<file path="src/rtl/ps2_pkg.sv">
// Shared constants, FSM state encoding and the packed key-event type for the PS/2 scan decoder.
package ps2_pkg;

  localparam logic [7:0] PS2_EXT   = 8'hE0;
  localparam logic [7:0] PS2_BRK   = 8'hF0;
  localparam logic [7:0] PS2_PAUSE = 8'hE1;

  // Bytes following E1 in the full pause sequence: 14 77 E1 F0 14 F0 77
  localparam int PS2_PAUSE_TAIL_DEF = 7;

  typedef enum logic [2:0] {
    ST_IDLE    = 3'd0,
    ST_EXT     = 3'd1,
    ST_BRK     = 3'd2,
    ST_EXT_BRK = 3'd3,
    ST_PAUSE   = 3'd4
  } ps2_state_t;

  typedef struct packed {
    logic       ext;
    logic       rel;
    logic [7:0] code;
  } ps2_event_t;

endpackage

</file>
<file path="src/rtl/ps2_event_fifo.sv">
// First-word-fall-through event FIFO; a push while full is accepted only if a pop happens in the same cycle.
module ps2_event_fifo #(
  parameter int DEPTH = 4,
  parameter int WIDTH = 10
) (
  input  logic             clk,
  input  logic             rst_n,
  input  logic             i_push,
  input  logic [WIDTH-1:0] i_data,
  input  logic             i_pop,
  output logic [WIDTH-1:0] o_data,
  output logic             o_empty,
  output logic             o_full
);

  localparam int AW = $clog2(DEPTH);

  logic [WIDTH-1:0] r_mem [DEPTH];
  logic [AW:0]      r_wr_ptr;
  logic [AW:0]      r_rd_ptr;
  logic             w_rd_en;
  logic             w_wr_en;

  assign o_empty = (r_wr_ptr == r_rd_ptr);
  assign o_full  = (r_wr_ptr[AW-1:0] == r_rd_ptr[AW-1:0]) && (r_wr_ptr[AW] != r_rd_ptr[AW]);
  assign w_rd_en = i_pop && !o_empty;
  assign w_wr_en = i_push && (!o_full || w_rd_en);

  // Head is forced to zero when empty so the outputs are clean straight out of reset.
  assign o_data = o_empty ? '0 : r_mem[r_rd_ptr[AW-1:0]];

  always_ff @(posedge clk or negedge rst_n) begin
    if (!rst_n) begin
      r_wr_ptr <= '0;
      r_rd_ptr <= '0;
    end else begin
      if (w_wr_en) r_wr_ptr <= r_wr_ptr + 1'b1;
      if (w_rd_en) r_rd_ptr <= r_rd_ptr + 1'b1;
    end
  end

  always_ff @(posedge clk) begin
    if (w_wr_en) r_mem[r_wr_ptr[AW-1:0]] <= i_data;
  end

endmodule

</file>
<file path="src/rtl/ps2_scan_decoder.sv">
// Set-2 prefix stripper (E0/F0/E1) producing {ext, rel, code} key events into a FWFT FIFO.
// Optional typematic repeat suppression is built when PS2_REPEAT_FILTER_EN is defined.
module ps2_scan_decoder
  import ps2_pkg::*;
#(
  parameter int FIFO_DEPTH = 4,
  parameter int PAUSE_TAIL = PS2_PAUSE_TAIL_DEF
) (
  input  logic       clk,
  input  logic       rst_n,
  input  logic [7:0] rx_data,
  input  logic       rx_valid,
  input  logic       rx_err,
  output logic [7:0] ev_code,
  output logic       ev_ext,
  output logic       ev_rel,
  output logic       ev_valid,
  input  logic       ev_ready,
  output logic       ovf,
  input  logic       ovf_clr
);

  localparam int SKW = $clog2(PAUSE_TAIL + 1);

  ps2_state_t r_state;
  ps2_state_t w_state_nxt;
  logic [SKW-1:0] r_skip;
  logic [SKW-1:0] w_skip_nxt;
  ps2_event_t w_cand;
  logic       w_cand_vld;
  logic       w_push;
  logic       w_pop;
  logic       w_drop;
  logic       w_empty;
  logic       w_full;
  ps2_event_t w_head;

  always_ff @(posedge clk or negedge rst_n) begin
    if (!rst_n) begin
      r_state <= ST_IDLE;
      r_skip  <= '0;
    end else begin
      r_state <= w_state_nxt;
      r_skip  <= w_skip_nxt;
    end
  end

  always_comb begin
    w_state_nxt = r_state;
    w_skip_nxt  = r_skip;
    w_cand      = '0;
    w_cand_vld  = 1'b0;
    if (rx_err) begin
      w_state_nxt = ST_IDLE;
      w_skip_nxt  = '0;
    end else if (rx_valid) begin
      case (r_state)
        ST_IDLE: begin
          if (rx_data == PS2_EXT) begin
            w_state_nxt = ST_EXT;
          end else if (rx_data == PS2_BRK) begin
            w_state_nxt = ST_BRK;
          end else if (rx_data == PS2_PAUSE) begin
            w_state_nxt = ST_PAUSE;
            w_skip_nxt  = SKW'(PAUSE_TAIL);
          end else begin
            w_cand     = '{ext: 1'b0, rel: 1'b0, code: rx_data};
            w_cand_vld = 1'b1;
          end
        end
        ST_EXT: begin
          if (rx_data == PS2_BRK) begin
            w_state_nxt = ST_EXT_BRK;
          end else if (rx_data != PS2_EXT) begin
            w_cand      = '{ext: 1'b1, rel: 1'b0, code: rx_data};
            w_cand_vld  = 1'b1;
            w_state_nxt = ST_IDLE;
          end
        end
        ST_BRK, ST_EXT_BRK: begin
          w_state_nxt = ST_IDLE;
          // A second prefix after F0 is malformed; drop the whole sequence.
          if (rx_data != PS2_BRK && rx_data != PS2_EXT) begin
            w_cand     = '{ext: (r_state == ST_EXT_BRK), rel: 1'b1, code: rx_data};
            w_cand_vld = 1'b1;
          end
        end
        ST_PAUSE: begin
          if (r_skip <= SKW'(1)) begin
            w_cand      = '{ext: 1'b1, rel: 1'b0, code: PS2_PAUSE};
            w_cand_vld  = 1'b1;
            w_skip_nxt  = '0;
            w_state_nxt = ST_IDLE;
          end else begin
            w_skip_nxt = r_skip - 1'b1;
          end
        end
        default: w_state_nxt = ST_IDLE;
      endcase
    end
  end

`ifdef PS2_REPEAT_FILTER_EN
  logic       r_lm_vld;
  logic       r_lm_ext;
  logic [7:0] r_lm_code;
  logic       w_lm_match;

  assign w_lm_match = r_lm_vld && (r_lm_ext == w_cand.ext) && (r_lm_code == w_cand.code);
  assign w_push     = w_cand_vld && !(!w_cand.rel && w_lm_match);

  always_ff @(posedge clk or negedge rst_n) begin
    if (!rst_n) begin
      r_lm_vld  <= 1'b0;
      r_lm_ext  <= 1'b0;
      r_lm_code <= '0;
    end else if (rx_err) begin
      r_lm_vld <= 1'b0;
    end else if (w_cand_vld) begin
      if (w_cand.rel) begin
        if (w_lm_match) r_lm_vld <= 1'b0;
      end else if (!w_lm_match) begin
        r_lm_vld  <= 1'b1;
        r_lm_ext  <= w_cand.ext;
        r_lm_code <= w_cand.code;
      end
    end
  end
`else
  assign w_push = w_cand_vld;
`endif

  assign w_pop  = ev_ready && !w_empty;
  assign w_drop = w_push && w_full && !w_pop;

  ps2_event_fifo #(
    .DEPTH (FIFO_DEPTH),
    .WIDTH ($bits(ps2_event_t))
  ) u_fifo (
    .clk     (clk),
    .rst_n   (rst_n),
    .i_push  (w_push),
    .i_data  (w_cand),
    .i_pop   (ev_ready),
    .o_data  (w_head),
    .o_empty (w_empty),
    .o_full  (w_full)
  );

  assign ev_valid = !w_empty;
  assign ev_ext   = w_head.ext;
  assign ev_rel   = w_head.rel;
  assign ev_code  = w_head.code;

  // Set has priority over clear so a drop in the clearing cycle is never lost.
  always_ff @(posedge clk or negedge rst_n) begin
    if (!rst_n)       ovf <= 1'b0;
    else if (w_drop)  ovf <= 1'b1;
    else if (ovf_clr) ovf <= 1'b0;
  end

endmodule

</file>
<file path="config.mk">
export PLATFORM = sky130hd
export DESIGN_NAME = ps2_scan_decoder
export DESIGN_NICKNAME = d
export VERILOG_FILES = /design/src/rtl/ps2_pkg.sv /design/src/rtl/ps2_event_fifo.sv /design/src/rtl/ps2_scan_decoder.sv
export SDC_FILE = /design/constraint.sdc
export NUM_CORES = 1
export LEC_CHECK = 0
export CAP_MARGIN = 20
export CORE_UTILIZATION = 40
export CTS_CLUSTER_DIAMETER = 120
export CTS_CLUSTER_SIZE = 30
export DETAILED_ROUTE_END_ITERATION = 10
export PLACE_DENSITY = 0.65
export SLEW_MARGIN = 15
export SYNTH_ARGS = -nofsm -noshare
export SYNTH_HDL_FRONTEND = slang
export SYNTH_HIERARCHICAL = 1
export SYNTH_SLANG_ARGS = --single-unit
</file>
<file path="constraint.sdc">
create_clock -name clk -period 5.6 [get_ports clk]
set_clock_uncertainty 0.05 [all_clocks]
set_input_delay 1.4 -clock clk [delete_from_list [all_inputs] [get_ports clk]]
set_output_delay 1.4 -clock clk [all_outputs]
set_load 0.02 [all_outputs]
</file>
==> results.txt <==
outcome - completed
Post-CTS Hold Buffers - 0
max-slew violations - 0
Int Pwr - 0.9118 mW
Die Area - 6721 µm²
Fin. Hold Viols - 0
Routed WL - 4.755 mm
Post-DRT Antenna Nets - 0
setup TNS - 0 ps
Clock Power Share - 17.8%
# DRC - 0
final net count - 217
initial antenna violation count - 0
Root Driver - clkbuf_8
initial detailed-routing violation count - 104
power per cell area - 463.6 nW/µm²
Max VDD drop - 0.0002756 V
Worst EP required - 4150 ps
Avg Cell Area, Syn - 15.32 µm²
CP cell instances - xor2_2 > nor3_1 > buf_4 > nor2b_1 > clkdlybuf4s50_1
I/O Buffers - 25
Worst path max stage delay - 880 ps
Post-Syn Area - 2559 µm²
Synth Instances - 167
Final Instance Area - 2997 µm²
grt total ovfl - 0
htree depth - 2
CP startpoint - u_fifo/r_rd_ptr[0]
post-CTS setup repair buffer count - 0
NetSw - 0.4773 mW
top_reg_cell synth - edfxtp_1
vias in the first global route - 1544
HP Class - reg -> reg
Rows - 28
worst relative slew slack - 46.52%
first-pass GRT wire length - 7.914 mm
Clock Latency Late Sink - 300 ps
via count normalized by instance count - 5.551
via count - 1510
clk sinks - 53
TritonCTS Buffers - 5
Yosys cell types - 46
Area after DPL - 2887 µm²
Leak - 1.088 nW
largest net degree at the start of global routing - 17
Clock transition at path regs - 90 ps
Synth async-reset ratio - 24.53%
Core ar. - 6061 µm²
Sw Share - 34.36%
commonest cells after routing, fill and taps aside - edfxtp_1 (40), clkdlybuf4s50_1 (25), dfrtp_1 (13), inv_1 (11)
initial core utilization - 42.22%
layout cells sized above 1 - 19.29%
post-synthesis sequential area ratio - 59.66%
WL/cell - 17.48 µm
total power draw - 1.389 mW
GRT Util Overall - 16.32%
Max-cap violations - 0
Layout area overhead - 17.11%
Data arrival, critical path - 2580 ps
Crit. End Element - primary output
Crit Path Category - reg -> out
Worst Path Max Fanout - 13
Final min period - 4035 ps
Ys Warns - 6
Max Clk Rate - 247.9 MHz
Slew @ Worst Pin - 802.3 ps
Post-CTS Resized - 0
Routability Congestion - 0.9266
RSZ-0062 raised after global routing - no
CTS tree - done
post-synthesis register bit count - 53
hold path start - ovf
Setup Viol. Count Final - 0
Critical Path Start Type - flip-flop
Period Utilization, post-route - 72.05%
flop2flop setup slack - 2890 ps
clock tree buffer depth - 2
Comb pwr share - 41.6%
number of diodes - 0
Flop pwr share - 40.5%
EDFF count, synth - 40
IO Pins - 26
Worst R2R Start - r_state[2]
overall die height - 81.98 µm
hpwl dp - 3.540 mm
First-pass DRT Iterations - 4
syn_nets - 188
most common cell after layout, fill and taps aside - edfxtp_1
die width - 81.98 µm
CP max-delay cell - dfrtp_1
-- worst max-delay path, delay by kind of cell, from the launching register on --
family                    cells  cell delay [ps]
xor gates and xnor gates      1              370
buffers and inverters         2              800
DFF                           1              880
and+or+nand+nor               2              240
-- kinds of logic (layout without fill, tap and decap cells) --
logic type	after synthesis	in the layout	synth area share (%)
flops	53	53	59.66
simple gates	48	48	12.76
compound gates	22	22	7.727
buf+inv	15	45	2.542
mux	14	14	10.56
xor+xnor	8	8	3.325
fa+ha+maj	7	7	3.423
-- final timing paths --
| check | to | cells after the start |
|---|---|---|
| min | ovf | 1 |
| max | ev_code[2] | 5 |
| min reg2reg | ovf | 1 |
| min in group asynchronous | u_fifo/r_rd_ptr[0] | 1 |
| max in group asynchronous | r_state[2] | 1 |
| max reg2reg | u_fifo/r_mem[2][8] | 4 |
-- metrics by stage --
stage | instances | hold slack (ps) | setup slack (ps) | utilization [%]
floorplan | 167 | 450.5 | 2726 | -
global placement | 264 | 450.8 | 1873 | 47.63
detailed placement | 264 | 444.7 | 1857 | 47.63
CTS | 272 | 465.4 | 1505 | 49.44
global route | 272 | 470.9 | 1325 | 49.44
finish | 272 | 463.4 | 1565 | 49.44
-- power groups by stage --
stage / Combinational (mW) / Clock (mW) / Sequential (mW)
4_1_cts: 0.584 / 0.254 / 0.567
5_1_grt: 0.628 / 0.267 / 0.577
3_5_place_dp: 0.583 / 0 / 0.575
2_1_floorplan: 0.402 / 0 / 0.529
3_3_place_gp: 0.576 / 0 / 0.573
6_report: 0.578 / 0.247 / 0.563
-- cell usage after synthesis, types with 2 or more instances --
cell,instances,area (µm²)
edfxtp_1,40,1201
dfrtp_1,13,325.3
inv_1,11,41.29
mux4_2,10,225.2
nor2b_1,10,62.56
and3_1,7,43.79
ha_1,7,87.58
nor2_1,6,22.52
xnor2_1,5,43.79
nand2_1,4,15.01
o21a_1,4,30.03
a32o_1,3,30.03
and2_1,3,18.77
a21oi_1,2,10.01
and3_2,2,15.01
buf_4,2,15.01
mux2_1,2,22.52
mux2_2,2,22.52
nor3_1,2,10.01
o221a_2,2,22.52
o31ai_1,2,15.01
o41ai_2,2,32.53
or3b_2,2,17.52
xor2_2,2,32.53
-- layer usage --
| layer | track usage [%] | up-vias | share of wire (%) | wire length [µm] |
|---|---|---|---|---|
| li1 | - | 703 | - | - |
| met1 | 21.11 | 758 | 43 | 2064 |
| met2 | 27.36 | 40 | 52 | 2451 |
| met3 | 3.333 | 9 | 3.2 | 154 |
| met4 | 5.263 | 0 | 1.8 | 84 |
| met5 | 0 | - | 0 | 0 |
-- sequential cells by signal, summed over array words and instances, names as in the netlist --
register	flops
u_fifo/r_wr_ptr	3
ovf	1
r_skip	3
r_state	3
u_fifo/r_mem	40
u_fifo/r_rd_ptr	3
-- area by class of cell --
type	count	area, µm²
Fill cell	508	3064
Sequential cell	53	1526
Multi-Input combinational cell	99	967.2
Timing Repair Buffer	26	257.7
Tap cell	75	93.84
Clock buffer	5	68.82
Clock inverter	3	41.29
Inverter	11	41.29
No activity file was read; power rests on OpenSTA's default activity.
